===== src/rtl/pcpi_pkg.sv =====
// Shared PCPI definitions: initiator state encoding and the RV32M opcode fields
// that the initiator benches and the coprocessor responders both decode.
package pcpi_pkg;

  typedef enum logic [1:0] {
    GAP,
    IDLE,
    ISSUE,
    RESP
  } pcpi_state_e;

  localparam logic [6:0] OPC_OP        = 7'b0110011;
  localparam logic [6:0] FUNCT7_MULDIV = 7'b0000001;

  localparam logic [2:0] F3_MUL    = 3'd0;
  localparam logic [2:0] F3_MULH   = 3'd1;
  localparam logic [2:0] F3_MULHSU = 3'd2;
  localparam logic [2:0] F3_MULHU  = 3'd3;
  localparam logic [2:0] F3_DIV    = 3'd4;
  localparam logic [2:0] F3_DIVU   = 3'd5;
  localparam logic [2:0] F3_REM    = 3'd6;
  localparam logic [2:0] F3_REMU   = 3'd7;

endpackage


===== src/rtl/pcpi_watchdog.sv =====
// Saturating 8-bit idle-cycle counter; o_expired once TIMEOUT_CYCLES
// enabled cycles have elapsed since the last clear.
module pcpi_watchdog #(
  parameter int unsigned TIMEOUT_CYCLES = 16
) (
  input  logic clk,
  input  logic resetn,
  input  logic i_clear,
  input  logic i_enable,
  output logic o_expired
);

  logic [7:0] r_count;

  always_ff @(posedge clk) begin
    if (!resetn || i_clear) begin
      r_count <= '0;
    end else if (i_enable && (r_count != '1)) begin
      r_count <= r_count + 8'd1;
    end
  end

  assign o_expired = (r_count >= 8'(TIMEOUT_CYCLES));

endmodule


===== src/rtl/pcpi_initiator.sv =====
// PCPI bus master: issues one instruction at a time to the coprocessors and
// returns either the claimed result or an illegal-instruction response.
module pcpi_initiator
  import pcpi_pkg::*;
#(
  parameter int unsigned TIMEOUT_CYCLES = 16,
  parameter int unsigned GAP_CYCLES     = 2
) (
  input  logic        clk,
  input  logic        resetn,
  input  logic        req_valid,
  output logic        req_ready,
  input  logic [31:0] req_insn,
  input  logic [31:0] req_rs1,
  input  logic [31:0] req_rs2,
  output logic        rsp_valid,
  input  logic        rsp_ready,
  output logic [31:0] rsp_rd,
  output logic        rsp_wr,
  output logic        rsp_illegal,
  output logic        pcpi_valid,
  output logic [31:0] pcpi_insn,
  output logic [31:0] pcpi_rs1,
  output logic [31:0] pcpi_rs2,
  input  logic        pcpi_wr,
  input  logic [31:0] pcpi_rd,
  input  logic        pcpi_wait,
  input  logic        pcpi_ready
);

  pcpi_state_e r_state;
  pcpi_state_e w_state_nxt;
  logic [7:0]  r_gap_cnt;

  logic        w_wd_expired;
  logic        w_timeout;
  logic        w_accept;
  logic        w_complete;
  logic        w_rsp_hs;
  logic        w_gap_done;
  logic        w_req_ready_nxt;
  logic [31:0] w_rsp_rd_nxt;
  logic        w_rsp_wr_nxt;
  logic        w_rsp_ill_nxt;

  // The counter only runs in ISSUE; any cycle with pcpi_wait high restarts it.
  pcpi_watchdog #(
    .TIMEOUT_CYCLES(TIMEOUT_CYCLES)
  ) u_watchdog (
    .clk      (clk),
    .resetn   (resetn),
    .i_clear  ((r_state != ISSUE) || pcpi_wait),
    .i_enable (!pcpi_ready),
    .o_expired(w_wd_expired)
  );

  assign w_timeout  = w_wd_expired && !pcpi_wait;
  assign w_gap_done = (r_gap_cnt >= 8'(GAP_CYCLES)) && !pcpi_wait;

  always_ff @(posedge clk) begin
    if (!resetn) begin
      r_state <= GAP;
    end else begin
      r_state <= w_state_nxt;
    end
  end

  always_comb begin
    w_state_nxt = r_state;
    unique case (r_state)
      GAP:     if (w_gap_done)               w_state_nxt = IDLE;
      IDLE:    if (req_valid && req_ready)   w_state_nxt = ISSUE;
      ISSUE:   if (pcpi_ready || w_timeout)  w_state_nxt = RESP;
      RESP:    if (rsp_valid && rsp_ready)   w_state_nxt = GAP;
      default:                               w_state_nxt = GAP;
    endcase
  end

  // pcpi_ready takes priority over a timeout expiring in the same cycle.
  always_comb begin
    w_accept        = (r_state == IDLE) && req_valid && req_ready;
    w_complete      = (r_state == ISSUE) && (pcpi_ready || w_timeout);
    w_rsp_hs        = (r_state == RESP) && rsp_valid && rsp_ready;
    w_req_ready_nxt = (w_state_nxt == IDLE);
    w_rsp_rd_nxt    = pcpi_ready ? pcpi_rd : '0;
    w_rsp_wr_nxt    = pcpi_ready && pcpi_wr;
    w_rsp_ill_nxt   = !pcpi_ready;
  end

  always_ff @(posedge clk) begin
    if (!resetn) begin
      r_gap_cnt   <= '0;
      req_ready   <= 1'b0;
      rsp_valid   <= 1'b0;
      rsp_rd      <= '0;
      rsp_wr      <= 1'b0;
      rsp_illegal <= 1'b0;
      pcpi_valid  <= 1'b0;
      pcpi_insn   <= '0;
      pcpi_rs1    <= '0;
      pcpi_rs2    <= '0;
    end else begin
      req_ready <= w_req_ready_nxt;
      if (r_state == GAP) begin
        if (r_gap_cnt != '1) r_gap_cnt <= r_gap_cnt + 8'd1;
      end else begin
        r_gap_cnt <= '0;
      end
      if (w_accept) begin
        pcpi_insn  <= req_insn;
        pcpi_rs1   <= req_rs1;
        pcpi_rs2   <= req_rs2;
        pcpi_valid <= 1'b1;
      end
      if (w_complete) begin
        pcpi_valid  <= 1'b0;
        rsp_valid   <= 1'b1;
        rsp_rd      <= w_rsp_rd_nxt;
        rsp_wr      <= w_rsp_wr_nxt;
        rsp_illegal <= w_rsp_ill_nxt;
      end
      if (w_rsp_hs) begin
        rsp_valid <= 1'b0;
      end
    end
  end

endmodule

===== config.mk =====
export PLATFORM = sky130hd
export DESIGN_NAME = pcpi_initiator
export DESIGN_NICKNAME = d
export VERILOG_FILES = /design/src/rtl/pcpi_pkg.sv /design/src/rtl/pcpi_watchdog.sv /design/src/rtl/pcpi_initiator.sv
export SDC_FILE = /design/constraint.sdc
export NUM_CORES = 1
export LEC_CHECK = 0
export BUFFER_PORTS_ARGS = -buffer_cell sky130_fd_sc_hd__buf_4
export CORE_ASPECT_RATIO = 1.2
export CORE_MARGIN = 2
export CORE_UTILIZATION = 35
export DETAILED_ROUTE_END_ITERATION = 10
export PLACE_DENSITY = 0.65
export SLEW_MARGIN = 15
export SYNTH_ARGS = -nofsm -noshare
export SYNTH_HDL_FRONTEND = slang
export SYNTH_SLANG_ARGS = --single-unit

===== constraint.sdc =====
create_clock -name clk -period 3.75 [get_ports clk]
set_clock_uncertainty 0.1 [all_clocks]
set_input_delay 0.375 -clock clk [delete_from_list [all_inputs] [get_ports clk]]
set_output_delay 0.375 -clock clk [all_outputs]
set_load 0.01 [all_outputs]

==> summary.md <==
| Metric | Value |
|---|---|
| Reg clk slew, reported paths | `0.06 ns` |
| Placed Area | `7600 µm²` |
| Setup violators final | `0` |
| Initial Util | `35.4%` |
| Min Tclk post-route | `2.23 ns` |
| Post-Syn Area | `5470 µm²` |
| Syn nets | `787` |
| # clock sinks | `151` |
| Drt wl/cell | `14.0 µm` |
| Die H | `141 µm` |
| Finished Cell Area | `8270 µm²` |
| FMAX | `449 MHz` |
| Worst Path Arrival | `2.49 ns` |
| Post-DP HPWL | `10500 µm` |
| PortBufs | `267` |
| Most frequent cells in the layout | `270 x buf_4, 199 x nand2_1, 151 x dfxtp_1` |
| Place WS | `1.52 ns` |
| First-pass GRT wire length | `24600 µm` |
| Vias in the first global route | `4846` |
| Detailed Routing Iterations Pass 1 | `5` |
| TritonCTS clock tree | `built` |
| Main synth FF type | `dfxtp_1` |
| Final Instance Count excl. Fillers | `1116` |
| Drc violations | `0` |
| CTS H-Tree Depth | `4` |
| Worst-Margin Slew | `1.10 ns` |
| Total Wirelength | `15600 µm` |
| Max-cap check violation count | `0` |
| Count of flip-flops with a built-in enable after synthesis | `0` |
| Post-DRT Antenna Nets | `0` |
| Syn. warnings | `0` |
| N_diodes | `0` |
| Worst Path Max Fanout | `34` |
| Inserted Clock Buffers | `17` |
| Hold crit path type | `in -> reg` |
| P_leak | `3.41 nW` |
| CP required | `4.01 ns` |
| Routability cong. | `0.795` |
| Synth Instances | `648` |
| Setup TNS | `0 ns` |
| Core area | `15500 µm²` |
| Synthesized area per cell | `8.45 µm²` |
| Slew Viols, Final | `0` |
| Sequential area share after synthesis | `55.2%` |
| Die Area | `16700 µm²` |
| Via count | `5199` |
| Fraction of registers with async set or reset after synthesis | `0%` |
| Grt ovf | `0` |
| Post_cts resized | `0` |
| Power per cell area | `480 nW/µm²` |
| Initial antenna violation count | `0` |
| Final WS setup | `1.52 ns` |
| Cells after DPL | `1084` |
| # IOs | `268` |
| Worst skew pair latency | `0.42 ns` |
| Worst slew margin | `26.5%` |
| Run status | `finished clean` |
| Final hold violations | `0` |
| Hold WS | `0.0909 ns` |
| Maximum vdd drop | `0.254 mV` |
| Hold buffers post-CTS | `0` |
| Routed vias/inst | `4.66` |
| Most common cell after layout, fill and taps aside | `buf_4` |
| Root Buffer | `clkbuf_16` |
| Setup crit start kind | `flip-flop` |
| Critical path endpoint category | `flip-flop` |
| Initial drt markers | `284` |
| Tcrit/Tclk final | `59.3%` |
| Die width | `118 µm` |
| Pin count of the biggest net entering global routing | `97` |
| Nets | `1034` |
| RSZ-0062 raised after global routing | `false` |
| Tot GR Track Use | `18.4%` |
| Row cnt | `50` |
| Netlist cell types | `45` |
| Yosys reg bits | `151` |
| Share of cells above drive strength 1 | `36.2%` |
| Clk buf depth | `2` |
| Postcts setup bufs | `0` |
| Worst Setup Path Type | `reg -> reg` |
| Layout area overhead | `51.1%` |
sequential cells by signal, indices dropped and copies added (netlist names):
name,flops
pcpi_insn,32
pcpi_rs1,32
pcpi_rs2,32
rsp_rd,32
r_gap_cnt,8
u_watchdog.r_count,8
r_state,2
pcpi_valid,1
req_ready,1
rsp_illegal,1
rsp_valid,1
rsp_wr,1
layer usage:
metal / up-vias / global-route usage (%) / routed length, µm / share of wire [%]
li1: 2655 / - / - / -
met1: 2337 / 21.7 / 6560 / 42
met2: 171 / 30.6 / 7640 / 49
met3: 36 / 5.30 / 940 / 6.0
met4: 0 / 9.19 / 504 / 3.2
met5: - / 0 / 0 / 0
critical path, stage by stage (launching register included):
cell	delay (ns)
dfxtp_1	0.35
or4_4	0.58
a21oi_4	0.82
a22oi_1	0.15
nor2_1	0.14
layout make-up:
type	count	area, µm²
clock inverters	13	216
well taps	208	260
flip-flops and latches	151	3020
clock buffers	19	453
inverters	8	32.5
multi-input cells	446	2240
repair buffers	271	2050
fillers	1534	7180
report_power, final:
group          internal (mW)  switching [mW]
logic                  0.186           0.170
clock network           1.23           0.698
registers               1.65          0.0359
synthesized netlist by cell type (2+ instances only):
library cell | count | area share [%]
nand2_1 | 199 | 14
dfxtp_1 | 151 | 55
a21oi_1 | 101 | 9.2
nor2_1 | 42 | 2.9
clkbuf_1 | 28 | 1.9
a22oi_1 | 24 | 3.3
nor2_2 | 10 | 1.1
a22oi_2 | 9 | 2.1
buf_2 | 9 | 0.82
inv_1 | 7 | 0.48
nand3_1 | 7 | 0.64
nor3_1 | 6 | 0.55
o21ai_0 | 5 | 0.46
ha_1 | 4 | 0.91
nor4_1 | 4 | 0.46
buf_6 | 3 | 0.62
nand4_1 | 3 | 0.34
xor2_1 | 3 | 0.48
a211oi_1 | 2 | 0.27
and4b_1 | 2 | 0.37
buf_1 | 2 | 0.14
mux2i_1 | 2 | 0.37
o2111ai_1 | 2 | 0.32
xnor2_1 | 2 | 0.32
kinds of logic after synthesis:
family          after synthesis  synth area share, %
buf+inv                      51                 4.18
xor+xnor                      5                0.800
flops                       151                 55.2
mux                           2                0.366
fa+ha+maj                     4                0.914
simple gates                283                 21.4
compound gates              152                 17.1
path summary, 6_finish.rpt:
kind | startpoint | cells past startpoint | to | slack, ns
hold / removal | pcpi_rd[22] | 3 | rsp_rd[22]$_SDFFE_PN0P_ | 0.09
setup reg to reg | u_watchdog.r_count[7]$_SDFFE_PP0P_ | 4 | rsp_rd[14]$_SDFFE_PN0P_ | 1.52
setup / recovery | u_watchdog.r_count[7]$_SDFFE_PP0P_ | 4 | rsp_rd[14]$_SDFFE_PN0P_ | 1.52
hold reg to reg | pcpi_rs2[27]$_SDFFE_PN0P_ | 2 | pcpi_rs2[27]$_SDFFE_PN0P_ | 0.35
per-stage QoR:
stage / util, % / power (mW)
after floorplan: - / 1.88
after global placement: 49.2 / 2.08
after detailed placement: 49.2 / 2.09
after CTS: 53.5 / 4.02
after global routing: 53.5 / 4.13
final: 53.5 / 3.97
Power figures use the tool's default switching activity.
